**src/rtl/ws2812_serializer.sv**
```systemverilog
// ws2812_serializer: turns 24-bit GRB colour words into WS2812B pulse-width
// encoded bits on a single data line, with a latch gap on request and after reset.
// Optional feature macro: SERIALIZER_DIM_EN adds a dim[1:0] port that shifts each
// 8-bit channel right by dim when the word is accepted.

module ws2812_serializer #(
  parameter int T0H_CYCLES   = 20,
  parameter int T1H_CYCLES   = 40,
  parameter int BIT_CYCLES   = 62,
  parameter int LATCH_CYCLES = 15000,
  parameter int CNT_W        = 14
) (
  input  logic        clk,
  input  logic        rst_n,
  input  logic [23:0] data,
  input  logic        valid,
  output logic        ready,
  input  logic        latch,
  output logic        led_out,
  output logic        busy
`ifdef SERIALIZER_DIM_EN
  ,
  input  logic [1:0]  dim
`endif
);

  typedef enum logic [1:0] {
    ST_IDLE  = 2'd0,
    ST_HIGH  = 2'd1,
    ST_LOW   = 2'd2,
    ST_LATCH = 2'd3
  } state_t;

  localparam logic [CNT_W-1:0] T0H_LAST   = CNT_W'(T0H_CYCLES - 1);
  localparam logic [CNT_W-1:0] T1H_LAST   = CNT_W'(T1H_CYCLES - 1);
  localparam logic [CNT_W-1:0] BIT_LAST   = CNT_W'(BIT_CYCLES - 1);
  localparam logic [CNT_W-1:0] LATCH_LAST = CNT_W'(LATCH_CYCLES - 1);
  localparam logic [CNT_W-1:0] CNT_ONE    = CNT_W'(1);

`ifdef SERIALIZER_DIM_EN
  // Scale each 8-bit channel of a GRB word down by a power of two.
  function automatic logic [23:0] dim_word(input logic [23:0] w, input logic [1:0] d);
    logic [7:0] g;
    logic [7:0] r;
    logic [7:0] b;
    g = w[23:16] >> d;
    r = w[15:8]  >> d;
    b = w[7:0]   >> d;
    return {g, r, b};
  endfunction
`endif

  state_t           state_r;
  state_t           state_nx_s;
  logic [CNT_W-1:0] timer_r;
  logic [CNT_W-1:0] timer_nx_s;
  logic [23:0]      shreg_r;
  logic [23:0]      shreg_nx_s;
  logic [4:0]       bit_idx_r;
  logic [4:0]       bit_idx_nx_s;
  logic [CNT_W-1:0] high_last_s;
  logic [23:0]      load_word_s;

  // Word captured at the handshake (optionally dimmed).
  always_comb begin
`ifdef SERIALIZER_DIM_EN
    load_word_s = dim_word(data, dim);
`else
    load_word_s = data;
`endif
  end

  // Last timer value of the high phase for the bit currently at the MSB.
  always_comb begin
    if (shreg_r[23]) begin
      high_last_s = T1H_LAST;
    end else begin
      high_last_s = T0H_LAST;
    end
  end

  // Next-state, timer, shift register and bit index.
  always_comb begin
    state_nx_s   = state_r;
    timer_nx_s   = timer_r + CNT_ONE;
    shreg_nx_s   = shreg_r;
    bit_idx_nx_s = bit_idx_r;
    case (state_r)
      ST_IDLE: begin
        timer_nx_s = '0;
        if (valid) begin
          // A word wins over a simultaneous latch request; the latch is dropped.
          shreg_nx_s   = load_word_s;
          bit_idx_nx_s = 5'd23;
          state_nx_s   = ST_HIGH;
        end else if (latch) begin
          state_nx_s = ST_LATCH;
        end else begin
          state_nx_s = ST_IDLE;
        end
      end
      ST_HIGH: begin
        // Timer keeps running into LOW so the whole bit is measured from its start.
        if (timer_r == high_last_s) begin
          state_nx_s = ST_LOW;
        end else begin
          state_nx_s = ST_HIGH;
        end
      end
      ST_LOW: begin
        if (timer_r == BIT_LAST) begin
          timer_nx_s = '0;
          if (bit_idx_r == 5'd0) begin
            state_nx_s = ST_IDLE;
          end else begin
            shreg_nx_s   = {shreg_r[22:0], 1'b0};
            bit_idx_nx_s = bit_idx_r - 5'd1;
            state_nx_s   = ST_HIGH;
          end
        end else begin
          state_nx_s = ST_LOW;
        end
      end
      ST_LATCH: begin
        if (timer_r == LATCH_LAST) begin
          timer_nx_s = '0;
          state_nx_s = ST_IDLE;
        end else begin
          state_nx_s = ST_LATCH;
        end
      end
      default: begin
        timer_nx_s = '0;
        state_nx_s = ST_LATCH;
      end
    endcase
  end

  // State, timer and datapath registers; reset forces a full latch gap.
  always_ff @(posedge clk or negedge rst_n) begin
    if (!rst_n) begin
      state_r   <= ST_LATCH;
      timer_r   <= '0;
      shreg_r   <= 24'h000000;
      bit_idx_r <= 5'd0;
    end else begin
      state_r   <= state_nx_s;
      timer_r   <= timer_nx_s;
      shreg_r   <= shreg_nx_s;
      bit_idx_r <= bit_idx_nx_s;
    end
  end

  // Outputs are registered decodes of the next state, so they track state_r exactly.
  always_ff @(posedge clk or negedge rst_n) begin
    if (!rst_n) begin
      led_out <= 1'b0;
      ready   <= 1'b0;
      busy    <= 1'b1;
    end else begin
      led_out <= (state_nx_s == ST_HIGH);
      ready   <= (state_nx_s == ST_IDLE);
      busy    <= (state_nx_s != ST_IDLE);
    end
  end

`ifndef SYNTHESIS
  ws2812_serializer_checker #(
    .T0H_CYCLES  (T0H_CYCLES),
    .T1H_CYCLES  (T1H_CYCLES),
    .BIT_CYCLES  (BIT_CYCLES),
    .LATCH_CYCLES(LATCH_CYCLES),
    .CNT_W       (CNT_W)
  ) u_checker ();
`endif

endmodule

// Simulation-only parameter sanity checks for ws2812_serializer.
module ws2812_serializer_checker #(
  parameter int T0H_CYCLES   = 20,
  parameter int T1H_CYCLES   = 40,
  parameter int BIT_CYCLES   = 62,
  parameter int LATCH_CYCLES = 15000,
  parameter int CNT_W        = 14
) ();

  // Reject parameter sets whose timing relations cannot work.
  initial begin
    assert ((T0H_CYCLES < T1H_CYCLES) && (T1H_CYCLES < BIT_CYCLES))
      else $error("ws2812_serializer: need T0H_CYCLES < T1H_CYCLES < BIT_CYCLES");
    assert (LATCH_CYCLES < (2 ** CNT_W))
      else $error("ws2812_serializer: LATCH_CYCLES does not fit the CNT_W timer");
  end

endmodule

```
**config.mk**
```make
export PLATFORM = sky130hd
export DESIGN_NAME = ws2812_serializer
export DESIGN_NICKNAME = d
export VERILOG_FILES = /design/src/rtl/ws2812_serializer.sv
export SDC_FILE = /design/constraint.sdc
export NUM_CORES = 1
export LEC_CHECK = 0
export CORE_UTILIZATION = 45
export CTS_CLUSTER_SIZE = 14
export DETAILED_ROUTE_END_ITERATION = 10
export GPL_ROUTABILITY_DRIVEN = 0
export HOLD_SLACK_MARGIN = 0.15
export PLACE_DENSITY_LB_ADDON = 0.3
export SLEW_MARGIN = 5
export SYNTH_ARGS = -nofsm -noshare
export SYNTH_HDL_FRONTEND = slang
export SYNTH_SLANG_ARGS = --single-unit
```
**constraint.sdc**
```tcl
create_clock -name clk -period 6.4 [get_ports clk]
set_clock_uncertainty 0.2 [all_clocks]
set_input_delay 1.28 -clock clk [delete_from_list [all_inputs] [get_ports clk]]
set_output_delay 1.28 -clock clk [all_outputs]
set_load 0.02 [all_outputs]
```
## Word-level counts from Yosys, hierarchy flattened

Cells that the tools add are included.

- Bits in registers: 48
- Input bits: 28
- Output and inout port bits: 3
- Word-level logic and storage cells: 44

- $add $sub $neg: 2
- Equal/unequal tests: 10
- Mux-type cells: 19
- Reductions and logical operators: 6

Operator list:

| cell | number |
|---|---|
| 24-bit 2-to-1 mux | 3 |
| 24-bit case mux with 2 select lines | 1 |
| 14-bit case mux with 3 select lines | 1 |
| 14-bit 2-to-1 mux | 2 |
| 5-bit 2-to-1 mux | 3 |
| 14-bit by 1-bit adder with 14-bit output, second input constant | 1 |
| 14-bit equality test | 1 |
| 14-bit equality test, second input constant | 1 |
| 14-bit by 6-bit equality test with 1-bit output, second input constant | 1 |
| 2-bit 2-to-1 mux | 5 |
| 5-bit case mux with 2 select lines | 1 |
| 2-bit case mux with 4 select lines | 1 |
| 6-bit 2-to-1 mux | 1 |
| 2-bit inequality test, second input constant | 3 |
| 5-bit zero test | 1 |
| 5-bit by 1-bit subtractor with 5-bit output, second input constant | 1 |
| 2-bit by 1-bit equality test with 1-bit output, second input constant | 2 |
| 2-bit equality test, second input constant | 2 |
| 2-bit zero test | 2 |
| 4-bit AND reduction | 1 |
| 2-bit nonzero test | 2 |
| 1-bit 2-to-1 mux | 1 |

## Longest topological paths before layout

- Depth after elaboration: 5
- Mapped depth: 8
- Mapped depth without buffers: 7

## Worst setup path after synthesis

OpenSTA, ideal clock, no wires.

- Path type: input to register
- From: in valid
- To: reg bit_idx_r[0]
- Arrival: 2079 ps
- Required time: 6061 ps
- Slack: 3982 ps
- Stages on the path: 4
- Cell sequence: and3_1 o22ai_2 clkbuf_1 mux2i_1

- Word-level cells in the longest chain between the ends: 2

RTL lines:

| element | line | source |
|---|---|---|
| from (decl) | 16 | `input logic valid,` |
| 2-bit inequality test (no source line) | - |  |
| 4-bit AND reduction (no source line) | - |  |
| to (signal assigned) | 150 | `bit_idx_r <= bit_idx_nx_s;` |
| to (decl) | 59 | `logic [4:0] bit_idx_r;` |

Every way passes these cells.
A chain may end at the register's enable or synchronous reset.

## Final worst setup path

- From: in valid
- To: reg bit_idx_r[3]

Same word-level chain as after synthesis.

==> out/results.ini <==
[status]
outcome=complete, no violations

[drt]
wirelength_microns=4025
count_of_routing_violations_after_the_opening_detailed_route_iteration=79
via_count_of_the_routed_design=1633
firstDrtPassIters=4
post_drt_via_cell_ratio=5.071
remaining_drc_errors=0
routedWlPerCell_microns=12.50
antenna_left=0

[clock_tree]
cts_htree_levels=2
clk_pin_slew_ns=0.09
tritoncts.num_buffers=5
clockBufferDepth=2
cts-resized-gates=0
clock_latency_ns=0.30
hold_buffers=0
cts.sinks=48
cts_tree=yes
cts_root_buffer=clkbuf_8
post_cts_buffers=0

[synth]
synth.top_cells.by_area=dfrtp_1 (48%), mux2i_1 (10%), o21ai_0 (5.8%)
summed_instance_area_of_the_synthesized_netlist_sq_um=2332
post_synth_most_frequent_cells=dfrtp_1 (45), nand2_1 (27), o21ai_0 (27)
synth_fp_nets=259
synth_cells=227
synthDominantAreaCellType=dfrtp_1
async_flop_share_pct=100.0
synth_seq_area_share_pct=51.66
most_frequent_cell_after_synthesis=dfrtp_1
synth_top_cell_area_share_pct=48.28
synthFlopType=dfrtp_1
yosysWarningCount=0
synth-edff-count=0
ys_types=39
syn_avg_cell_area_sq_um=10.27
ys_ff_latch=48

[layout]
area_grow_syn2layout_pct=19.42
layoutNonFillerInstCount=322
num-nets-final=288
post_route_cells_drive_above_1_share_pct=6.667
util_after_layout_pct=57.45
n_antenna_cell=0

[grt]
grt_first_pass_wirelength_microns=7010
grt_pass1_vias=1597
grt_usage_pct=17.19
grt-ovfl-total=0
grt_max_degree=56
grt_antenna_before_repair=0

[timing]
fmax_mhz=341.8
final-max-slew-violation-count=0
final-hold-violation-count=0
min_period_ns=2.926
setup-violations-final=0
fin_tns_setup_ns=0
timing.slew.headroom_pct=31.87
final_min_period_over_clock_period_pct=45.71
rsz0062_at_grt=false
worst_pin_slew_ns=1.022

[critical_path]
worst_ep_required_time_ns=6.44
timing.critical_path.fanout_max=55
critical_path_arrival_ns=2.96
worst-setup-path-type=primary input to flop
critical_path.startpoint_type=primary input
timing.critical_path.to_type=flop

[die]
die_area_sq_um=5475
chipWidth_microns=73.99
die_y_microns=73.99
std_cell_rows=25
initial_utilization_pct=48.10
design.core.area_sq_um=4848
io_pins=31

[flow_run]
cap_viol_max_count=0

[pwr]
fin_total_pwr_mw=1.015
p_per_area_nw_per_um2=364.6
leak_pwr_nw=1.319
vdd_ir_drop_max_v=0.0002324

[hold_path]
timing.hold.worst.class=flop to flop

[placement]
dp_hpwl_microns=2767
io_buffers=30
cell_count_after_placement=316

==> logic make-up after synthesis <==
kind of cell | after synthesis | share of synthesized area [%]
AOI/OAI and AO/OA | 40 | 10.03
xor gates and xnor gates | 11 | 4.131
adders and majority gates | 4 | 2.146
buffers and inverters | 16 | 2.682
DFF | 48 | 51.66
muxes | 24 | 10.30
and+or+nand+nor | 84 | 19.05
==> worst max-delay path, stage by stage <==
cell and delay [ns]:
clkdlybuf4s50_1 0.52, and3_1 0.23, o22ai_2 0.07, buf_4 0.27
or4_1 0.50, nand2_1 0.07
==> routing by layer <==
| metal | global-route usage (%) | up-vias | wire length, microns |
|---|---|---|---|
| met4 | 7.692 | 0 | 74 |
| met5 | 0 | - | 0 |
| li1 | - | 845 | - |
| met3 | 4.743 | 4 | 152 |
| met2 | 26.06 | 26 | 1804 |
| met1 | 23.15 | 758 | 1993 |
==> final cells by class <==
cell class              instances  area [sq um]
clock buffers                   5         68.82
clock inverters                 1         30.03
fillers                       407          2063
inverters                       6         22.52
multi-input cells             163          1065
flip-flops and latches         48          1205
well taps                      67         83.83
repair buffers                 32         310.3
==> worst paths after layout <==
check	cells after the start	end	from	slack, ns
worst min-delay path	2	shreg_r[18]$_DFFE_PN0P_	shreg_r[18]$_DFFE_PN0P_	0.28
worst min register to register	2	shreg_r[18]$_DFFE_PN0P_	shreg_r[18]$_DFFE_PN0P_	0.28
worst max-delay path	6	bit_idx_r[3]$_DFFE_PN0P_	valid	3.47
max in group asynchronous	1	timer_r[2]$_DFF_PN0_	rst_n	4.42
worst max register to register	5	timer_r[9]$_DFF_PN0_	timer_r[8]$_DFF_PN0_	3.65
min in group asynchronous	1	shreg_r[2]$_DFFE_PN0P_	rst_n	0.96
==> through the flow <==
stage                     setup slack [ns]  instance area [sq um]  hold slack, ns
after global routing                 3.390                   2785          0.3093
after CTS                            3.471                   2785          0.2891
after floorplan                      3.982                   2332          0.2492
final                                3.474                   2785          0.2817
after global placement               3.198                   2686          0.2621
after detailed placement             3.161                   2686          0.2697
==> power breakdown <==
| group | leakage (nW) | internal (mW) | switching, mW | total (mW) |
|---|---|---|---|---|
| Sequential | 0.599 | 0.408 | 0.0617 | 0.469 |
| Combinational | 0.670 | 0.145 | 0.197 | 0.342 |
| Clock | 0.0501 | 0.112 | 0.0919 | 0.204 |
| Total | 1.32 | 0.665 | 0.351 | 1.02 |
==> cell usage in the layout (no fill, tap or decap), types with 2 or more instances in the layout <==
| cell type | instances |
|---|---|
| buf_4 | 2 |
| nor2_1 | 18 |
| and3_1 | 4 |
| o21ai_0 | 27 |
| nand2_1 | 27 |
| or3_1 | 6 |
| and2_1 | 3 |
| mux2i_1 | 24 |
| a21oi_1 | 5 |
| dfstp_2 | 3 |
| xor2_1 | 7 |
| clkbuf_8 | 5 |
| inv_1 | 6 |
| nor2b_1 | 2 |
| dfrtp_1 | 45 |
| nand4_1 | 2 |
| ha_1 | 4 |
| nand3_1 | 9 |
| xnor2_1 | 4 |
| nand4b_1 | 2 |
| clkdlybuf4s50_1 | 29 |
==> sequential cells by signal, summed over array words and instances (netlist names) <==
name,flops
led_out,1
shreg_r,24
ready,1
busy,1
state_r,2
bit_idx_r,5
timer_r,14
No activity file was read; power rests on OpenSTA's default activity.
